==> config.mk <==
export PLATFORM = sky130hd
export DESIGN_NAME = sync_fifo_flags
export DESIGN_NICKNAME = d
export VERILOG_FILES = /design/src/rtl/sync_fifo_flags.sv
export SDC_FILE = /design/constraint.sdc
export NUM_CORES = 1
export LEC_CHECK = 0
export ABC_AREA = 1
export CORE_MARGIN = 2
export CORE_UTILIZATION = 35
export CTS_CLUSTER_SIZE = 16
export DETAILED_ROUTE_END_ITERATION = 12
export PLACE_DENSITY = 0.61
export SKIP_LAST_GASP = 1
export SYNTH_ARGS = -nofsm -noshare
export SYNTH_HDL_FRONTEND = slang
export SYNTH_SLANG_ARGS = --single-unit
==> constraint.sdc <==
create_clock -name clock -period 4 [get_ports clock]
set_input_delay 0.8 -clock clock [delete_from_list [all_inputs] [get_ports clock]]
set_output_delay 0.8 -clock clock [all_outputs]
set_load 0.02 [all_outputs]
==> src/rtl/sync_fifo_flags.sv <==
// ---------------------------------------------------------------------------
// sync_fifo_flags
//
// Single-clock first-word-fall-through FIFO with occupancy count,
// runtime-programmable almost-full / almost-empty flags, synchronous flush
// and sticky overflow / underflow error flags.
//
// Ports
//   clock                 in   rising-edge clock
//   rst                   in   asynchronous, active-high reset
//   data_in               in   write data
//   data_in_valid         in   write request
//   data_in_full          out  FIFO holds BUFFER_SIZE words; writes ignored
//   data_in_almost_full   out  fill_level >= almost_full_level
//   data_out              out  head word (valid only while data_out_valid)
//   data_out_valid        out  FIFO non-empty
//   data_out_ack          in   consumer pops the head word
//   data_out_almost_empty out  fill_level <= almost_empty_level
//   fill_level            out  number of stored words, 0..BUFFER_SIZE
//   almost_full_level     in   almost-full threshold (quasi-static)
//   almost_empty_level    in   almost-empty threshold (quasi-static)
//   flush                 in   synchronous discard of all contents
//   overflow              out  sticky: write attempted while full
//   underflow             out  sticky: ack while empty
//   clear_errors          in   clears overflow / underflow
// ---------------------------------------------------------------------------
module sync_fifo_flags #(
    parameter  int BUFFER_SIZE   = 16,
    parameter  int DATA_WIDTH    = 32,
    localparam int ADDRESS_WIDTH = (BUFFER_SIZE < 2) ? 1 : $clog2(BUFFER_SIZE),
    localparam int COUNT_WIDTH   = ADDRESS_WIDTH + 1
) (
    input  logic                   clock,
    input  logic                   rst,
    input  logic [DATA_WIDTH-1:0]  data_in,
    input  logic                   data_in_valid,
    output logic                   data_in_full,
    output logic                   data_in_almost_full,
    output logic [DATA_WIDTH-1:0]  data_out,
    output logic                   data_out_valid,
    input  logic                   data_out_ack,
    output logic                   data_out_almost_empty,
    output logic [COUNT_WIDTH-1:0] fill_level,
    input  logic [COUNT_WIDTH-1:0] almost_full_level,
    input  logic [COUNT_WIDTH-1:0] almost_empty_level,
    input  logic                   flush,
    output logic                   overflow,
    output logic                   underflow,
    input  logic                   clear_errors
);

    generate
        if ((BUFFER_SIZE < 2) || ((BUFFER_SIZE & (BUFFER_SIZE - 1)) != 0)) begin : g_bad_size
            $error("sync_fifo_flags: BUFFER_SIZE must be a power of two and at least 2");
        end
    endgenerate

    // Storage is not reset; the zero initialiser only gives a defined
    // data_out in simulation before the first write.
    logic [DATA_WIDTH-1:0]    r_mem [BUFFER_SIZE] = '{default: '0};

    logic [ADDRESS_WIDTH-1:0] r_wr_ptr;
    logic [ADDRESS_WIDTH-1:0] r_rd_ptr;
    logic [COUNT_WIDTH-1:0]   r_fill;
    logic                     r_overflow;
    logic                     r_underflow;

    logic                     w_full;
    logic                     w_valid;
    logic                     w_wr_en;
    logic                     w_rd_en;
    logic                     w_overflow_set;
    logic                     w_underflow_set;

    // Full and empty are decoded only from the occupancy register, so the
    // pointers are free to roll over naturally.
    assign w_full  = (r_fill == COUNT_WIDTH'(BUFFER_SIZE));
    assign w_valid = (r_fill != '0);

    assign w_wr_en = data_in_valid & ~w_full;
    assign w_rd_en = data_out_ack & w_valid;

    assign w_overflow_set  = data_in_valid & w_full;
    assign w_underflow_set = data_out_ack & ~w_valid;

    // Flush wins over any concurrent write, so the word is never stored.
    always_ff @(posedge clock) begin
        if (w_wr_en && !flush) begin
            r_mem[r_wr_ptr] <= data_in;
        end
    end

    always_ff @(posedge clock or posedge rst) begin
        if (rst) begin
            r_wr_ptr <= '0;
            r_rd_ptr <= '0;
            r_fill   <= '0;
        end else if (flush) begin
            r_wr_ptr <= '0;
            r_rd_ptr <= '0;
            r_fill   <= '0;
        end else begin
            if (w_wr_en) begin
                r_wr_ptr <= r_wr_ptr + ADDRESS_WIDTH'(1);
            end
            if (w_rd_en) begin
                r_rd_ptr <= r_rd_ptr + ADDRESS_WIDTH'(1);
            end
            if (w_wr_en && !w_rd_en) begin
                r_fill <= r_fill + COUNT_WIDTH'(1);
            end else if (w_rd_en && !w_wr_en) begin
                r_fill <= r_fill - COUNT_WIDTH'(1);
            end
        end
    end

    // Error flags keep updating during flush; a new error in the same cycle
    // as clear_errors still registers.
    always_ff @(posedge clock or posedge rst) begin
        if (rst) begin
            r_overflow  <= 1'b0;
            r_underflow <= 1'b0;
        end else begin
            r_overflow  <= w_overflow_set  | (r_overflow  & ~clear_errors);
            r_underflow <= w_underflow_set | (r_underflow & ~clear_errors);
        end
    end

    assign data_out              = r_mem[r_rd_ptr];
    assign data_out_valid        = w_valid;
    assign data_in_full          = w_full;
    assign fill_level            = r_fill;
    assign data_in_almost_full   = (r_fill >= almost_full_level);
    assign data_out_almost_empty = (r_fill <= almost_empty_level);
    assign overflow              = r_overflow;
    assign underflow             = r_underflow;

endmodule

; Yosys cells after proc, flatten, opt, wreduce, memory -nomap -nowiden
; Memories as Yosys holds them, arrays and structs flattened.
; Cells that the tools add are included.
[totals]
inputBits = 48
mem_bits_rw = 512
wordCells = 43
mem_count = 1
output_inout_bits = 43
ff_bits = 15
[mem_list]
columns = memory, depth, width, rd, rd_clocked_by_memory_dff, write_ports, line_no
row1 = r_mem, 16, 32, 1, 0, 1, 60  ; logic [DATA_WIDTH-1:0] r_mem [BUFFER_SIZE] = '{default: '0};
[op_classes]
n_addsub = 4
bitwise_logic = 11
n_lt_le_gt_ge = 2
mux = 9
n_eq_ne = 1
reduce_logical = 10
[op_table]
columns = operator, count
row1 = $mux W4, 4
row2 = $mux W5, 3
row3 = $add A4 B1 Y4 const B, 2
row4 = $and A1 B1 Y1, 6
row5 = $add A5 B1 Y5 const B, 1
row6 = $eq A5 B5 Y1 const B, 1
row7 = $ge A5 B5 Y1, 1
row8 = $le A5 B5 Y1, 1
row9 = $reduce_bool A5 Y1, 1
row10 = $sub A5 B1 Y5 const B, 1
row11 = $reduce_bool A2 Y1, 2
row12 = $logic_and A1 B1 Y1, 3
row13 = $logic_not A1 Y1, 3
row14 = $not A1 Y1, 3
row15 = $reduce_bool A3 Y1, 1
row16 = $mux W1, 2
row17 = $or A1 B1 Y1, 2

; Logic depth before layout (Yosys ltp)
[depth]
word_depth = 8
depth_mapped = 14

; Least setup slack after synthesis
; No wires, ideal clock.
[synth_path]
kind = input -> register
from = input port flush
to = memory r_mem[15][0] (enable)
slack_ns = 0.807
arrival_time_ns = 2.772
required_time_ns = 3.579
cell_stages = 4
path_buffers = 1
path_cell_list = inv_1 -> buf_1 -> nand3_1 -> nor2_1
[synth_between]
elab_chain_len = 4
[synth_rtl]
columns = item, line_no
row1 = start: declaration, 46  ; input logic flush,
row2 = $logic_not A1 Y1, 88  ; if (w_wr_en && !flush) begin
row3 = $logic_and A1 B1 Y1, 88
row4 = $mux W1, 88
row5 = $mux W1 (implied by the code), 89  ; r_mem[r_wr_ptr] <= data_in;
row6 = end: declaration, 60
; Every way passes these cells.

; Worst setup path in the final report
[layout_path]
from = register r_rd_ptr[0]
to = output port data_out[14]
[layout_between]
elab_chain_len = 1
[layout_rtl]
columns = item, line_no
row1 = start: declaration, 63  ; logic [ADDRESS_WIDTH-1:0] r_rd_ptr;
row2 = start signal: assignment, 107  ; r_rd_ptr <= r_rd_ptr + ADDRESS_WIDTH'(1);
row3 = $mem_v2 Z16 W32, n/a
row4 = end: declaration, 39  ; output logic [DATA_WIDTH-1:0] data_out,
; Every way passes these cells.

==> metrics.yaml <==
status: "completed"
drv_cap: 0
die_area_mm2: 0.0635
die_h_um: 252
dp_hpwl_um: 28400
critPathCaptureType: "output pin"
nFillCells: 5491
clk_pin_slew_ns: 0.06
routed_wl_um: 52100
post-route-period-util: 0.951
die_x_um: 252
core-area_mm2: 0.0606
grt_pass1_vias: 13300
final_cell_mix: "edfxtp_1 (512), nor2_1 (315), o21ai_0 (207)"
startpoint_type: "flop"
rows: 90
swShare: 0.283
rsz0062_at_grt: "false"
p_switching_mw: 4.08
layout_commonest_cell: "edfxtp_1"
synthesis.instances: 1695
hp-start: "underflow$_DFF_PP0_"
cts_tree: "built"
ys_top_cells_by_area: "edfxtp_1 (71%), nor2_1 (5.8%), o21ai_0 (4.8%)"
cts.hold.buffers_added: 0
required_ns: 3.20
worstSkewPairLatency_ns: 0.59
diodes: 0
syn_nets: 1763
vias: 13500
fin_setup_tns_ns: 0
routed_via_density: 5.19
hold_path_class: "reg -> reg"
cts_buffers: 53
grt_pass1_wl_um: 78700
synth_area_mm2: 0.0215
internal-power_mw: 10.4
wl_per_cell_um: 20.0
clk_path_buf_depth: 3
yosys.area.top_type_share: 0.714
fin_nets: 1857
port_buffers: 90
combPwrFrac: 0.215
drtIter0Drc: 1226
drive_gt1_frac: 0.0957
setup_viol: 0
cp-startpoint: "r_rd_ptr[0]$_DFFE_PP0P_"
finalCriticalPeriod_ns: 3.81
seq_area_frac_synth: 0.732
hold_violations: 0
final.setup_skew_ns: 0.0230
tightest_slew_ns: 1.01
io-pin-count: 91
multi_input_area_mm2: 0.00499
firstDrtPassIters: 5
drc: 0
syn_avg_cell_area_um2: 12.7
h-tree-depth: 2
holdWs_ns: 0.536
root_buffer: "clkbuf_16"
area_growth_pct: 17.9
cts_sinks: 527
critPathArrivalTime_ns: 3.01
start_util: 0.355
dp_cells: 2513
r2r_start: "fill_level[0]$_DFFE_PP0P_"
worst_slew_margin_rel: 0.326
seq_power_share: 0.436
grt_max_degree: 96
worst-path-max-fanout: 41
netlist-cell-type-count: 28
path_class: "reg -> out"
antenna_found_initial: 3
max_freq_mhz: 263
ir_drop_uv: 284
register_area_mm2: 0.0158
ant_nets: 0
overflow: 0
yosysWarnings: 0
power_density_mw_per_mm2: 569
leakage_nw: 8.44
final_core_util: 0.419
p_clk_frac: 0.349
layoutNonFillerInstCount: 2610
gp_congestion: 0.763
ys_ff_latch: 527
grt_usage: 0.162
slew_viol_final: 0
power_mw: 14.4
synth_top_cell_by_area: "edfxtp_1"
==> through the flow <==
step	instance area [um^2]	setup WS, ns
final	25400	0.195
after global placement	23600	0.488
after floorplan	21500	0.807
after detailed placement	23600	0.496
after global routing	25400	0.0286
after CTS	25300	0.0130
==> Yosys cell counts (all sizes together) <==
cell and count:
nor3 3, clkbuf 56, nand2 71, edfxtp 512, o211ai 96, nor2 331, o31ai 1, inv 85
a21oi 62, o22ai 2, buf 51, nand4 2, clkinv 1, fa 1, dfrtp 15, xnor2 1
o21ai 263, o21a 1, ha 19, o311ai 1, nand3 121
==> flip-flops by register name, summed over array words and instances (netlist names) <==
| register | count |
|---|---|
| r_mem | 512 |
| fill_level | 5 |
| r_rd_ptr | 4 |
| r_wr_ptr | 4 |
| overflow | 1 |
| underflow | 1 |
==> critical path: stages (launching register included) <==
cell	delay, ns
dfrtp_4	0.65
buf_4	0.45
nor2_1	0.09
nor2_1	0.10
o21ai_0	0.10
nand3_1	0.09
nand3_1	0.18
nand2_1	0.13
clkdlybuf4s50_1	0.61
==> power by group through the flow <==
| stage | combinational [mW] | clock, mW | sequential, mW |
|---|---|---|---|
| 4_1_cts | 3.09 | 5.14 | 6.31 |
| 5_1_grt | 3.46 | 5.34 | 6.31 |
| 6_report | 3.11 | 5.03 | 6.29 |
| 2_1_floorplan | 2.03 | 0 | 6.37 |
| 3_5_place_dp | 3.04 | 0 | 6.44 |
| 3_3_place_gp | 2.98 | 0 | 6.43 |
==> cells by family after synthesis <==
logic type | count (synthesis) | synth area share
DFF | 527 | 0.732
xor gates and xnor gates | 1 | 0.000407
buffers and inverters | 193 | 0.0421
AOI/OAI and AO/OA | 426 | 0.114
and+or+nand+nor | 528 | 0.0997
adders and majority gates | 20 | 0.0120
==> final timing paths <==
| check | cells past startpoint | slack, ns | endpoint |
|---|---|---|---|
| max | 8 | 0.19 | data_out[14] |
| min | 2 | 0.54 | underflow$_DFF_PP0_ |
| max reg2reg | 7 | 1.49 | r_mem[12][20]$_DFFE_PP_ |
| min reg2reg | 2 | 0.54 | underflow$_DFF_PP0_ |
| max in group asynchronous | 2 | 2.96 | r_rd_ptr[1]$_DFFE_PP0P_ |
| min in group asynchronous | 2 | 0.59 | underflow$_DFF_PP0_ |
==> area by class of cell <==
| cell class | count | area share |
|---|---|---|
| clock inverters | 30 | 0.0148 |
| clock buffers | 64 | 0.0547 |
| well taps | 782 | 0.0385 |
| inverters | 86 | 0.0133 |
| flip-flops and latches | 527 | 0.621 |
| repair buffers | 146 | 0.0612 |
| multi-input cells | 975 | 0.197 |
==> metal layers <==
| layer | vias up | GRT usage | wire, um |
|---|---|---|---|
| li1 | 6335 | - | - |
| met1 | 6711 | 0.217 | 22600 |
| met2 | 415 | 0.272 | 25000 |
| met3 | 79 | 0.0294 | 3400 |
| met4 | 6 | 0.0448 | 1070 |
| met5 | - | 0 | 39 |
==> what timing repair did <==
item | CTS | global route
gates cloned | 0 | 0
endpoints found under the setup margin | 7 | 11
gates resized for setup | 1 | 2
setup buffers | 1 | 2
Power figures use the tool's default switching activity.
